**config.mk**
```make
export PLATFORM = sky130hd
export DESIGN_NAME = imm_gen_pipe
export DESIGN_NICKNAME = d
export VERILOG_FILES = /design/src/rtl/imm_gen_pipe.sv
export SDC_FILE = /design/constraint.sdc
export NUM_CORES = 1
export LEC_CHECK = 0
export CORE_MARGIN = 2
export CORE_UTILIZATION = 60
export CTS_BUF_LIST = sky130_fd_sc_hd__clkbuf_4 sky130_fd_sc_hd__clkbuf_8
export DETAILED_ROUTE_END_ITERATION = 12
export PLACE_DENSITY_LB_ADDON = 0.1
export SYNTH_ARGS = -nofsm -noshare
export SYNTH_HDL_FRONTEND = slang
export SYNTH_SLANG_ARGS = --single-unit
```
**constraint.sdc**
```tcl
create_clock -name clk -period 5.3 [get_ports clk]
set_clock_uncertainty 0.15 [all_clocks]
set_input_delay 0.53 -clock clk [delete_from_list [all_inputs] [get_ports clk]]
set_output_delay 0.53 -clock clk [all_outputs]
set_load 0.05 [all_outputs]
```
**src/rtl/imm_gen_pipe.sv**
```systemverilog
// Registered RV32I/RV64I immediate generator with format classification, illegal-opcode
// flagging and PC-relative target precompute, behind a valid/ready output register plus skid.
module imm_gen_pipe #(
    parameter int XLEN = 32,
    parameter int PC_W = XLEN
) (
    input  logic            clk,
    input  logic            reset,
    input  logic            flush,
    input  logic            in_valid,
    output logic            in_ready,
    input  logic [31:0]     in_inst,
    input  logic [PC_W-1:0] in_pc,
    output logic            out_valid,
    input  logic            out_ready,
    output logic [XLEN-1:0] out_imm,
    output logic [2:0]      out_fmt,
    output logic            out_illegal,
    output logic [PC_W-1:0] out_target
);

    typedef enum logic [2:0] {
        FMT_NONE = 3'd0,
        FMT_I    = 3'd1,
        FMT_S    = 3'd2,
        FMT_B    = 3'd3,
        FMT_U    = 3'd4,
        FMT_J    = 3'd5
    } fmt_e;

    typedef struct packed {
        logic [XLEN-1:0] imm;
        logic [2:0]      fmt;
        logic            illegal;
        logic [PC_W-1:0] target;
    } beat_t;

    localparam bit RV64 = (XLEN == 64);

    fmt_e               fmt;
    logic               illegal;
    logic               pc_rel;
    logic               is_lui;
    logic signed [31:0] raw;
    beat_t              dec;

    beat_t or_q;
    beat_t sk_q;
    logic  or_valid;
    logic  sk_valid;
    logic  accept;

    // Every real opcode ends in 2'b11, so a bad inst[1:0] falls through to the default arm.
    // NOTE: every always_comb output gets a default first, otherwise a missed path infers a latch.
    always_comb begin
        fmt     = FMT_NONE;
        illegal = 1'b0;
        pc_rel  = 1'b0;
        is_lui  = 1'b0;
        case (in_inst[6:0])
            7'b0010011, 7'b0000011, 7'b1100111, 7'b1110011: fmt = FMT_I;
            7'b0011011: begin
                if (RV64) fmt = FMT_I;
                else      illegal = 1'b1;
            end
            7'b0100011: fmt = FMT_S;
            7'b1100011: begin
                fmt    = FMT_B;
                pc_rel = 1'b1;
            end
            7'b0110111: begin
                fmt    = FMT_U;
                is_lui = 1'b1;
            end
            7'b0010111: begin
                fmt    = FMT_U;
                pc_rel = 1'b1;
            end
            7'b1101111: begin
                fmt    = FMT_J;
                pc_rel = 1'b1;
            end
            7'b0110011, 7'b0001111: fmt = FMT_NONE;
            7'b0111011: illegal = !RV64;
            default:    illegal = 1'b1;
        endcase

        // 32-bit signed immediate; widening to XLEN/PC_W replicates inst[31].
        case (fmt)
            FMT_I:   raw = 32'($signed(in_inst[31:20]));
            FMT_S:   raw = 32'($signed({in_inst[31:25], in_inst[11:7]}));
            FMT_B:   raw = 32'($signed({in_inst[31], in_inst[7], in_inst[30:25],
                                        in_inst[11:8], 1'b0}));
            FMT_U:   raw = {in_inst[31:12], 12'b0};
            FMT_J:   raw = 32'($signed({in_inst[31], in_inst[19:12], in_inst[20],
                                        in_inst[30:21], 1'b0}));
            default: raw = '0;
        endcase

        dec.imm     = XLEN'(raw);
        dec.fmt     = fmt;
        dec.illegal = illegal;
        if (pc_rel)      dec.target = in_pc + PC_W'(raw);
        else if (is_lui) dec.target = PC_W'(raw);
        else             dec.target = '0;
    end

    // in_ready comes straight from the skid flop, so out_ready never reaches it combinationally.
    assign in_ready = !sk_valid;
    assign accept   = in_valid && in_ready;

    // NOTE: sequential state uses non-blocking assignments only, so every flop samples pre-edge values.
    // NOTE: payload registers are reset too, because the outputs must read zero while in reset.
    always_ff @(posedge clk or negedge reset) begin
        if (!reset) begin
            or_valid <= 1'b0;
            sk_valid <= 1'b0;
            or_q     <= '0;
            sk_q     <= '0;
        end else if (flush) begin
            or_valid <= 1'b0;
            sk_valid <= 1'b0;
        end else if (!or_valid || out_ready) begin
            // Output slot frees up this cycle: refill from skid first to keep order.
            if (sk_valid) begin
                or_q     <= sk_q;
                or_valid <= 1'b1;
                sk_valid <= accept;
                if (accept) sk_q <= dec;
            end else begin
                or_valid <= accept;
                if (accept) or_q <= dec;
            end
        end else if (accept) begin
            sk_q     <= dec;
            sk_valid <= 1'b1;
        end
    end

    assign out_valid   = or_valid;
    assign out_imm     = or_q.imm;
    assign out_fmt     = or_q.fmt;
    assign out_illegal = or_q.illegal;
    assign out_target  = or_q.target;

endmodule

```
==> flow_summary.ini <==
[layout]
fillCellCount = 992
drive_gt1_share_pct = 6.835
seq_area_um2 = 3455
syn2layout_area_growth_pct = 23.91
multi_input_area_um2 = 4320
diodes = 0
fin_nets = 1200

[global_route]
use_met2_pct = 49.68
grt_pass1_vias = 7058
grt_max_degree = 86
grtUsageMet3_pct = 6.415
met1_usage_pct = 53.26
busiest_layer = met1
grt_pass1_wl_mm = 38.40
globalRouteTotalUtil_pct = 34.41
overflow = 0
antenna_found_initial = 0

[floorplan]
rows = 42
ioPinCount = 139
core_um2 = 13240
die_h_um = 120.6
start_util_pct = 61.56
dieArea_um2 = 14540
die_w_um = 120.6

[worst_setup_path]
arrival_ps = 4910
cp-start-kind = input port
cp_common_cell = a221o_1
rr_worst_depth = 7
critPathRequiredTime_ps = 5500
critPathMaxFanout = 11
path_delay_family = compound AO/OA/AOI/OAI gates
crit_path_max_incr_delay_ps = 650
crit_path_end_kind = register
crit_chain = clkdlybuf4s50_1, and4b_1, o211a_1, buf_4, a22oi_1, nor2_1, a21oi_1, inv_1, ha_1, and4_4, a221o_1, o41a_1, a31o_1, o41ai_2, a41oi_1, a221o_1
worstSetupPathDepth = 16
crit_type = in2reg
critPathSlowestCell = clkdlybuf4s50_1
path_buf_inv = 3

[logic_synthesis]
ys_top_cells_by_count = 158 x nand2_1, 138 x dfrtp_1, 128 x o21ai_0
synth-simple-area-share_pct = 18.45
synth-seq-cells = 138
synthesis.nets = 1082
async_flop_share_pct = 100.0
synth_top_family_by_area = compound AO/OA/AOI/OAI gates
synth-edff-count = 0
synth_cells = 981
yosysSeqAreaShare_pct = 42.36
synth_top_area_share_pct = 42.36
synth_fa_ha_area_share_pct = 5.003
ys_warn_count = 0
post-synth-top-area-cell = dfrtp_1
syn_area_um2 = 8153
synth_compound_area_share_pct = 23.80
synth_most_common_cell = nand2_1
synth_mux_area_share_pct = 2.931
synth.distinct_cells = 68
yosys-top-cells-area = dfrtp_1 42%, o21ai_0 7.9%, nand2_1 7.3%
synth_area_per_cell_um2 = 8.311
yosys.area_share.xor_xnor_pct = 2.686
synth_ff_type = dfrtp_1

[job]
max_cap_viol_count = 0

[routing]
drc = 0
dr.first_iter.drc_count = 1018
wl_per_cell_um = 18.90
wl_mm = 24.34
drtAntennaViolNets = 0
via_per_inst = 6.079
dr_total_vias = 7830
first_pass_iters = 8

[worst_hold_path]
hold_path_class = reg2reg
hold_depth = 2

[sta]
fin_setup_tns_ps = 0
timing.hold.ws_ps = 328.4
period_needed_ps = 4712
finalSetupViolCount = 0
slew_headroom_pct = 33.74
hold_violations = 0
grt_setup_unrepaired = false
worst_slew_pin_slew_ps = 993.9
slew_viol_final = 0
post-route-period-util_pct = 88.91
max_clock_freq_mhz = 212.2

[clock_network]
clock_latency_ps = 460
cts_setup_buffers = 0
ctsHtreeMaxLevel = 4
cts_tree = done
cts_max_path_buffers = 2
cts_inserted_buffers = 17
clkSinkCount = 138
clk_pin_slew_worst_paths_ps = 90
clock-root-buffer = clkbuf_8

[status]
status = complete, no violations

[power]
pwr_density_cell_nw_per_um2 = 243.4
power_leakage_nw = 4.699
clkPwrFrac_pct = 35.8
fin_total_pwr_mw = 2.459
p_switching_mw = 0.7522
worst_ir_drop_vdd_mv = 0.2107
p_int_mw = 1.707
p_comb_share_pct = 18.3
seqPwrFrac_pct = 45.9
p_sw_share_pct = 30.59

[placed_design]
hpwl_mm = 17.78
io_buffers = 138
globalplace.congestion = 0.9462
## layout make-up
cell class                 count  share of cell area, %
clock inverter                12                  1.375
sequential                   138                  34.20
clock buffer                  20                  2.539
multi-input combinational    743                  42.77
inverter                      35                  1.300
tap                          176                  2.180
timing repair buffer         164                  15.64
## worst register-to-register path, delay by kind of cell (launching register included)
family          cells  cell delay (ps)
flops               1              790
simple gates        5             1150
compound gates      1              360
buf+inv             1              290
## cells by family after synthesis
group | Yosys count
AO/OA/AOI/OAI | 330
XOR/XNOR | 25
adder cells (fa/ha/maj) | 32
buffers and inverters | 100
flip-flops | 138
multiplexers | 23
AND/OR/NAND/NOR | 333
## registers in the layout, summed over array words and instances, names as in the netlist
name and flops:
out_illegal 1, sk_q 68, sk_valid 1, out_target 32, out_valid 1, out_fmt 3, out_imm 32
## power by group through the flow
stage | registers [mW] | logic [mW] | clock network (mW)
after floorplan | 1.22 | 0.185 | 0
after global placement | 1.15 | 0.441 | 0
after detailed placement | 1.15 | 0.443 | 0
after CTS | 1.13 | 0.446 | 0.882
after global routing | 1.13 | 0.485 | 0.933
final | 1.13 | 0.450 | 0.881
## timing repair
action / CTS / global route
setup endpoints to repair: 0 / 0
hold buffers: 1 / 0
hold endpoints to repair: 33 / 0
resized for setup: 0 / 0
## layer usage
metal | part of all wire, % | vias to the layer above
met5 | 0 | -
met4 | 2.3 | 0
met3 | 10 | 45
met2 | 44 | 412
met1 | 43 | 3662
li1 | - | 3711
## per-stage QoR
stage | util, % | setup WS, ps | area, um^2 | std cells
2_1_floorplan | - | 977.8 | 8153 | 981
3_3_place_gp | 73.22 | 239.2 | 9697 | 1255
3_5_place_dp | 73.22 | 148.3 | 9697 | 1255
4_1_cts | 76.29 | 643.8 | 10100 | 1288
5_1_grt | 76.29 | 178.7 | 10100 | 1288
6_report | 76.29 | 587.6 | 10100 | 1288
## path summary, 6_finish.rpt
check	from	to	slack (ps)
worst max-delay path	in_inst[4]	out_target[24]$_DFFE_PN0P_	590
worst min-delay path	out_target[3]$_DFFE_PN0P_	out_target[3]$_DFFE_PN0P_	330
max in group asynchronous	reset	sk_q[50]$_DFFE_PN0P_	3250
min in group asynchronous	reset	out_target[7]$_DFFE_PN0P_	540
worst max register to register	sk_valid$_DFFE_PN0P_	out_target[27]$_DFFE_PN0P_	2440
worst min register to register	out_target[3]$_DFFE_PN0P_	out_target[3]$_DFFE_PN0P_	330
## cells in the final DEF (no fill, tap or decap), drive strengths merged, types with 4 or more instances in the layout
| cell type | n |
|---|---|
| nor2b | 4 |
| clkinv | 5 |
| a21oi | 107 |
| nor2 | 69 |
| nand2b | 5 |
| and3 | 20 |
| or3 | 6 |
| a22oi | 12 |
| nand2 | 158 |
| buf | 26 |
| mux2i | 16 |
| o211ai | 5 |
| clkbuf | 20 |
| a21o | 12 |
| nand3 | 15 |
| a211oi | 6 |
| ha | 31 |
| nand4 | 8 |
| clkdlybuf4s50 | 137 |
| dfrtp | 138 |
| o31ai | 7 |
| xnor2 | 14 |
| inv | 39 |
| a31oi | 11 |
| and2 | 13 |
| xor2 | 11 |
| nor3 | 21 |
| o21ai | 129 |
| o31a | 4 |
| mux2 | 7 |
| o21a | 7 |
Note: power is estimated with default switching activity, not from simulation.
